**src/rtl/fp_vec_arbiter.sv**
```systemverilog
// Vector-atomic round-robin arbiter sharing one cnt1 popcount stage between
// REQ_NO fingerprint streams; a grant always covers one whole vector.
module fp_vec_arbiter #(
  parameter int BUS_WIDTH    = 128,
  parameter int VECTOR_WIDTH = 920,
  parameter int REQ_NO       = 4,
  localparam int SUB_VECTOR_NO = (VECTOR_WIDTH + BUS_WIDTH - 1) / BUS_WIDTH,
  localparam int ID_WIDTH      = ($clog2(REQ_NO) > 1) ? $clog2(REQ_NO) : 1,
  localparam int BEAT_WIDTH    = $clog2(SUB_VECTOR_NO) + 1
) (
  input  logic                        clk,
  input  logic                        rstn,
  input  logic [REQ_NO*BUS_WIDTH-1:0] i_Vector,
  input  logic [REQ_NO-1:0]           i_Valid,
  output logic [REQ_NO-1:0]           o_Ready,
  output logic [BUS_WIDTH-1:0]        o_SubVector,
  output logic                        o_Valid,
  output logic [ID_WIDTH-1:0]         o_Id,
  output logic                        o_Last,
  input  logic                        i_Ready,
  output logic                        o_Busy
);

  typedef enum logic {
    ST_IDLE,
    ST_GRANT
  } state_t;

  localparam int unsigned REQ_U = REQ_NO;

  state_t                r_state;
  logic [ID_WIDTH-1:0]   r_gnt;
  logic [ID_WIDTH-1:0]   r_last;
  logic [BEAT_WIDTH-1:0] r_beat;

  logic                  w_grant;
  logic                  w_xfer;
  logic                  w_found;
  logic [ID_WIDTH-1:0]   w_cand;
  logic [ID_WIDTH-1:0]   w_winner;

  // Rotating priority search starting just after the previous winner.
  always_comb begin
    w_found  = 1'b0;
    w_cand   = '0;
    w_winner = r_gnt;
    for (int unsigned i = 1; i <= REQ_U; i++) begin
      w_cand = ID_WIDTH'((32'(r_last) + i) % REQ_U);
      if (!w_found && i_Valid[w_cand]) begin
        w_winner = w_cand;
        w_found  = 1'b1;
      end
    end
  end

  always_comb begin
    w_grant     = (r_state == ST_GRANT);
    o_SubVector = i_Vector[int'(r_gnt)*BUS_WIDTH +: BUS_WIDTH];
    o_Valid     = w_grant && i_Valid[r_gnt];
    o_Ready     = '0;
    if (w_grant) begin
      o_Ready[r_gnt] = i_Ready;
    end
    o_Id   = r_gnt;
    o_Last = w_grant && (r_beat == BEAT_WIDTH'(SUB_VECTOR_NO - 1));
    o_Busy = w_grant;
    w_xfer = o_Valid && i_Ready;
  end

  always_ff @(posedge clk) begin
    if (!rstn) begin
      r_state <= ST_IDLE;
      r_gnt   <= '0;
      r_last  <= ID_WIDTH'(REQ_NO - 1);
      r_beat  <= '0;
    end else begin
      case (r_state)
        ST_IDLE: begin
          if (w_found) begin
            r_gnt   <= w_winner;
            r_beat  <= '0;
            r_state <= ST_GRANT;
          end
        end
        ST_GRANT: begin
          // Grant is held until the last beat transfers; valid gaps just stall.
          if (w_xfer) begin
            r_beat <= r_beat + 1'b1;
            if (o_Last) begin
              r_last  <= r_gnt;
              r_state <= ST_IDLE;
            end
          end
        end
        default: r_state <= ST_IDLE;
      endcase
    end
  end

endmodule

```
**config.mk**
```make
export PLATFORM = sky130hd
export DESIGN_NAME = fp_vec_arbiter
export DESIGN_NICKNAME = d
export VERILOG_FILES = /design/src/rtl/fp_vec_arbiter.sv
export SDC_FILE = /design/constraint.sdc
export NUM_CORES = 1
export LEC_CHECK = 0
export ABC_AREA = 1
export CORE_AREA = 2 2 258 260
export CTS_CLUSTER_DIAMETER = 150
export DETAILED_ROUTE_END_ITERATION = 12
export DIE_AREA = 0 0 260 262
export PLACE_DENSITY = 0.36
export SLEW_MARGIN = 40
export SYNTH_ARGS = -nofsm -noshare
export SYNTH_HDL_FRONTEND = slang
export SYNTH_SLANG_ARGS = --single-unit
```
**constraint.sdc**
```tcl
create_clock -name clk -period 3.9 [get_ports clk]
set_clock_uncertainty 0.05 [all_clocks]
set_input_delay 0.39 -clock clk [delete_from_list [all_inputs] [get_ports clk]]
set_output_delay 0.39 -clock clk [all_outputs]
set_load 0.03 [all_outputs]
```
Yosys cells after proc, flatten, opt, wreduce, memory -nomap -nowiden. Cells that the tools add are included.

Register bits: 9. Input port bits: 519. Output and inout port bits: 137. Word-level logic and storage cells: 63.

Add/subtract/negate cells: 5. Magnitude comparators: 6. Equal/unequal tests: 3. Shift-type cells: 1. Multiplexer cells: 28. Bitwise gates (word level): 2. Reduce and logical (&&, ||, !) cells: 14.

Operators with widths (count): 512-bit by 10-bit variable part select with 128-bit output (1); 2-bit by 3-bit < comparator with 1-bit output, second input constant (5); 1-bit 2-to-1 mux (13); 4-bit 2-to-1 mux (3); 1-bit binary-select mux with 2-bit select (5); 2-bit 2-to-1 mux (4); 4-bit case mux with 2 select lines (1); 1-bit logical AND (7); 3-bit AND reduction (2); 2-bit by 1-bit adder with 2-bit output, second input constant (2); 2-bit adder, second input constant (2); 4-bit by 1-bit adder with 4-bit output, second input constant (1); 4-bit bitwise AND (1); 4-bit by 3-bit == test with 1-bit output, second input constant (1); 4-bit nonzero test (1); 1-bit logical NOT (3); 1-bit demux with 2-bit select (1); 2-bit by 1-bit greater-or-equal comparator with 1-bit output, second input constant (1); 2-bit by 1-bit inequality test with 1-bit output, second input constant (1); 2-bit inequality test, second input constant (1); 1-bit case mux with 2 select lines (1); 2-bit AND reduction (1); 1-bit inverter (1).

Logic depth before layout (Yosys ltp). Gate-level depths: netlist of the first run.

Depth in word-level cells: 15. Mapped depth: 13. Mapped depth without buffers: 12.

Worst setup path after synthesis of the first run. No wires, ideal clock.

Kind: flip-flop to flip-flop. Start point: register r_state (netlist: o_Busy). End point: register r_last[0]. Library setup time: 0.126 ns. Data arrival time: 1.879 ns. Path slack: 1.845 ns. Stages on the path, launching flop included: 6. Path buffers: 0. Clock period less this slack: 2.055 ns. Cell sequence: dfxtp_1 inv_1 nor3_1 nand2_1 nand2_1 o211ai_1.

Elaborated cells between the ends (all ways): 4. Those cells by class: 4 x reduce/logical.

RTL lines: start, declared (line 31) `state_t r_state;`; start signal, assigned (line 72) `r_state <= ST_IDLE;`; start signal, assigned (line 82) `r_state <= ST_GRANT;`; start signal, assigned (line 91) `r_state <= ST_IDLE;`; 1-bit logical AND (line 65) `o_Last = w_grant && (r_beat == BEAT_WIDTH'(SUB_VECTOR_NO - 1));`; named net o_Last (line 19) `output logic o_Last,`; 3-bit AND reduction (no line); end signal, assigned (line 74) `r_last <= ID_WIDTH'(REQ_NO - 1);`; end signal, assigned (line 90) `r_last <= r_gnt;`; end, declared (line 33) `logic [ID_WIDTH-1:0] r_last;`.

The timed path passes the listed nets, and every way through them passes these cells. A chain may end at the register's enable or synchronous reset.

Worst setup path in the final report of the first run.
Start point: register r_gnt[0] (netlist: o_Id[0]). End point: output port o_SubVector[12].

Word-level cells in the longest chain between the ends: 1.

RTL lines: start, declared (line 32) `logic [ID_WIDTH-1:0] r_gnt;`; start signal, assigned (line 80) `r_gnt <= w_winner;`; 512-bit by 10-bit variable part select with 128-bit output (line 58) `o_SubVector = i_Vector[int'(r_gnt)*BUS_WIDTH +: BUS_WIDTH];`; end, declared (line 16) `output logic [BUS_WIDTH-1:0] o_SubVector,`.

No other way between the ends.

==> results of run 1 <==
-- metrics by stage --
stage / cell area (um2) / hold WS, ps / utilization / power [mW]
2_1_floorplan: 3460 / 403 / - / 0.867
3_5_place_dp: 11100 / 429 / 0.170 / 2.16
4_1_cts: 11200 / 439 / 0.171 / 2.36
5_1_grt: 11200 / 458 / 0.171 / 2.43
6_report: 11200 / 441 / 0.171 / 2.30
3_3_place_gp: 11100 / 432 / 0.170 / 2.17
-- worst max path at each step --
stage | start | to | slack, ps | depth (start not counted)
6_report | o_Id[0] | o_SubVector[12] | 520 | 7
5_1_grt | o_Id[0] | o_SubVector[12] | 300 | 7
3_3_place_gp | o_Id[0] | o_SubVector[12] | 570 | 7
4_1_cts | o_Id[0] | o_SubVector[12] | 310 | 7
2_1_floorplan | o_Busy | r_last[0] | 1840 | 5
3_5_place_dp | o_Id[0] | o_SubVector[12] | 560 | 7
-- logic make-up after synthesis --
kind of cell	count (synthesis)	synth area share
AND/OR/NAND/NOR	328	0.398
AO/OA/AOI/OAI	207	0.445
buffers and inverters	72	0.0988
flip-flops	9	0.0521
XOR/XNOR	1	0.00253
adder cells (fa/ha/maj)	1	0.00362
-- cells in the final DEF, fill, tap and decap left out, drive strengths merged --
cell           count
ha                 1
xor2               1
dfxtp              9
nand4              2
nor2              13
nor3               4
buf               25
clkbuf             4
a21oi              5
inv               15
o211ai             2
nor3b              1
nand2            234
clkdlybuf4s50    653
nand3b             1
o21ai              3
nand3             73
a22oi            197
diode              3
-- per-layer routing --
metal,GRT usage,share of wire
met1,0.154,0.39
met4,0.0153,0.011
met2,0.253,0.51
met3,0.0375,0.089
met5,0,0.0020
-- registers in the layout, indices dropped and copies added, names as in the netlist --
| register | flops |
|---|---|
| o_Busy | 1 |
| o_Id | 2 |
| r_beat | 4 |
| r_last | 2 |
-- final cells by class --
class,instances,area (um2)
Antenna cell,3,7.51
Clock buffer,4,78.8
Fill cell,7403,54100
Inverter,15,61.3
Multi-Input combinational cell,537,2960
Sequential cell,9,180
Tap cell,864,1080
Timing Repair Buffer,678,6820
-- report_power, final --
part	switching (mW)	leakage, nW	internal [mW]
clock network	0.0475	0.0382	0.137
registers	0.00634	0.0733	0.0957
logic	1.07	3.91	0.951
==> flow_summary.yaml, run 1 <==
outcome:
  status: "finished clean"
critical_path:
  critPathKind: "reg2out"
  r2r_end: "r_last[1]"
  worst_setup_path_start_kind: "flop"
  crit_slowest_cell: "clkdlybuf4s50_1"
  worstPathMaxFanout: 38
  r2r_slack_ps: 1620
  crit_chain: "nand2_1 -> inv_4 -> buf_12 -> buf_12 -> a22oi_1 -> nand2_1 -> clkdlybuf4s50_1"
  worstReg2RegStart: "o_Id[1]"
  critPathBufInv: 4
  cp_top_family: "buffers and inverters"
  crit_path_end_kind: "output pin"
  cp.required_ps: 3460
  ff2ff_path_depth: 10
  cp_data_arrival_time_ps: 2940
  max_stage_delay_ps: 790
layout:
  instances_no_fill: 2110
  areaGrowthSynthToFinish_pct: 224
  drive_gt1_frac: 0.0378
  fin_nets: 1764
routing:
  viasPerCell: 3.55
  wl_per_cell_um: 23.9
  routed_wl_um: 50400
  route.detailed.drc: 0
  drtAntennaViolNets: 0
  drt_iter0_drc: 360
  first_pass_iters: 5
  num_vias: 7497
hold_path:
  hold-path-endpoint: "r_beat[0]"
  hp-start: "r_beat[0]"
  whs_path_depth: 1
  hp-class: "reg2reg"
logic_synthesis:
  ys_async_sr_fraction: 0
  syn_area_mm2: 0.00346
  yosysMostFrequentCell: "nand2_1"
  synth.largest_area_cell: "a22oi_1"
  yosys-top-cells-count: "nand2_1, a22oi_1, nand3_1, buf_2, nor2_1"
  avgSynthCellArea_um2: 5.60
  synth_cell_types: 26
  yosysTopAreaCellShare: 0.428
  synth_edf_count: 0
  syn_inst: 618
  synth.ff_latch_count: 9
  synth_area_leaders: "a22oi_1, nand2_1, nand3_1, buf_2, dfxtp_1"
  ys_warn_count: 0
  synth-seq-area-share: 0.0521
  synth_ff_type: "dfxtp_1"
  syn-num-nets: 1138
place:
  dp_cells: 2103
  portBuffers: 655
  place_ws_ps: 561
  routabilityCongestion: 0.839
  hpwl_um: 44400
sta:
  rsz0062_at_grt: "no"
  final-hold-violation-count: 0
  setup_slack_ps: 522
  setup-tns-final_ps: 0
  setup_violations: 0
  post-route-period-util: 0.866
  tightest_slew_ps: 638
  slew_violations: 0
  relSlewSlack: 0.575
  min_period_ps: 3380
  max_freq_mhz: 296
clock_tree:
  cts_tree: "built"
  cts_root_buffer: "clkbuf_16"
  cts_sinks: 9
  htree_num_levels: 1
  cts.path.max_buffers: 2
  insertion_delay_ps: 240
  post_cts_resized: 0
  cts_buffers: 3
  ctsHoldBuffers: 0
  path_clk_slew_ps: 40
  postCtsSetupBuffers: 0
die:
  die_w_um: 260
  initial_utilization: 0.0530
  ios: 656
  die_area_mm2: 0.0681
  rows: 94
  fp.dieH_um: 262
  fp.coreArea_mm2: 0.0653
run:
  max_cap_viol_count: 0
grt:
  grt_max_degree: 71
  grt_pass1_vias: 7850
  grt_pass1_wl_um: 63800
  grt_overflow: 0
  antenna_found_initial: 10
  grt.total_usage: 0.134
power:
  power.density_mw_per_mm2: 206
  ir_worst_vdd_uv: 110
  leakagePower_nw: 4.02
Note: power is estimated with default switching activity, not from simulation.
==> run 2, diff against run 1 <==
Settings changed: CORE_AREA 2 2 258 260 to 2 2 255 257, DIE_AREA 0 0 260 262 to 0 0 257 259, PLACE_DENSITY 0.36 to 0.37.
Clock period 3.9 ns to 3.5 ns, I/O delays scaled along.
==> flow_summary.yaml, run 2 (same netlist as run 1, synthesis figures left out) <==
grt:
  grt.busiest_layer: "met2"
  grt_max_degree: 76
  antenna_found_initial: 5
  grt_pass1_vias: 7737
  use_met1: 0.129
  grt.total_usage: 0.120
  use_met3: 0.0368
  grt_overflow: 0
  grt_pass1_wl_um: 58000
  use_met2: 0.227
layout:
  areaGrowthSynthToFinish_pct: 222
  fin_nets: 1760
  final_util: 0.174
  fill_cells: 7192
  regArea_um2: 180
  largest_reg_flops: 4
  drive_gt1_frac: 0.0395
  layout_common_cells: "clkdlybuf4s50_1, nand2_1, a22oi_1"
  regMostFlops: "r_beat"
  multiInputGateArea_mm2: 0.00296
  final_common_cell: "clkdlybuf4s50_1"
power:
  cell_internal_pwr_mw: 1.31
  switchingPower_mw: 1.18
  switching_share: 0.473
  power.density_mw_per_mm2: 223
  power_frac_comb: 0.873
  ir_worst_vdd_uv: 133
  pwr-share-seq: 0.046
  pwr-share-clk: 0.081
  leakagePower_nw: 4.00
critical_path:
  crit_top_cell: "nand2_1"
  worst_setup_path_start_kind: "flop"
  cp_data_arrival_time_ps: 2750
  worstPathMaxFanout: 49
  crit_slowest_cell: "clkdlybuf4s50_1"
  crit_path_end_kind: "output pin"
  cp.required_ps: 3100
  cp_top_family: "buffers and inverters"
  critPathKind: "reg2out"
  critPathBufInv: 3
  max_stage_delay_ps: 740
  crit_chain: "nand2_1 -> inv_4 -> buf_12 -> a22oi_1 -> nand2_1 -> clkdlybuf4s50_1"
sta:
  setup_violations: 0
  whs_ps: 450
  tightest_slew_ps: 587
  max_freq_mhz: 317
  post-route-period-util: 0.901
  relSlewSlack: 0.609
  min_period_ps: 3150
  final-hold-violation-count: 0
  slew_violations: 0
  rsz0062_at_grt: "no"
  setup-tns-final_ps: 0
hold_path:
  hp-class: "reg2reg"
routing:
  drt_iter0_drc: 421
  first_pass_iters: 5
  num_vias: 7451
  drtAntennaViolNets: 0
  route.detailed.drc: 0
  routed_wl_um: 43700
  wl_per_cell_um: 20.9
  viasPerCell: 3.56
die:
  fp.dieH_um: 259
  initial_utilization: 0.0541
  rows: 93
  ios: 656
  fp.coreArea_mm2: 0.0639
  die_area_mm2: 0.0666
  die_w_um: 257
outcome:
  status: "finished clean"
clock_tree:
  insertion_delay_ps: 230
  path_clk_slew_ps: 40
  htree_num_levels: 1
  postCtsSetupBuffers: 0
  post_cts_resized: 0
  cts_buffers: 3
  cts_sinks: 9
  cts_tree: "built"
  cts_root_buffer: "clkbuf_16"
  ctsHoldBuffers: 0
  cts.path.max_buffers: 2
run:
  max_cap_viol_count: 0
place:
  hpwl_um: 37600
  portBuffers: 655
  routabilityCongestion: 0.948
## run 2: changes by cell type in the layout (fill, tap and decap cells not counted), sizes merged
cell and delta:
clkdlybuf4s50 -6, buf +2, diode -2
## run 2: final cells by class
class,count,area share
antenna,1,0.000225
timing repair buffer,674,0.609
clock buffer,4,0.00708
sequential,9,0.0162
multi-input combinational,537,0.266
inverter,15,0.00551
tap,855,0.0961
## run 2: worst paths after layout
path,from,cells past startpoint,end,slack [ps]
setup reg to reg,o_Id[0],10,r_last[0],1450
hold / removal,r_beat[0],1,r_beat[0],450
setup / recovery,o_Id[1],6,o_SubVector[79],350
hold reg to reg,r_beat[0],1,r_beat[0],450
## run 2: metal layers
metal / vias up / share of wire
li1: 3522 / -
met1: 3417 / 0.37
met2: 470 / 0.51
met3: 34 / 0.089
met4: 8 / 0.028
met5: - / 0.0011
## run 2: per-stage QoR
stage               total power, mW  instance area [um2]  worst slack (ps)  cells
finish                         2.49                11100               347   2095
global route                   2.62                11100               245   2095
floorplan                     0.966                 3460              1440    618
CTS                            2.53                11100               344   2094
global placement               2.32                11000               646   2090
detailed placement             2.31                11000               616   2090
## run 2: power groups by stage
stage	Clock [mW]	Combinational (mW)	Sequential [mW]
floorplan	0	0.848	0.118
global placement	0	2.20	0.115
detailed placement	0	2.20	0.115
CTS	0.207	2.21	0.114
global route	0.213	2.29	0.114
finish	0.202	2.17	0.114
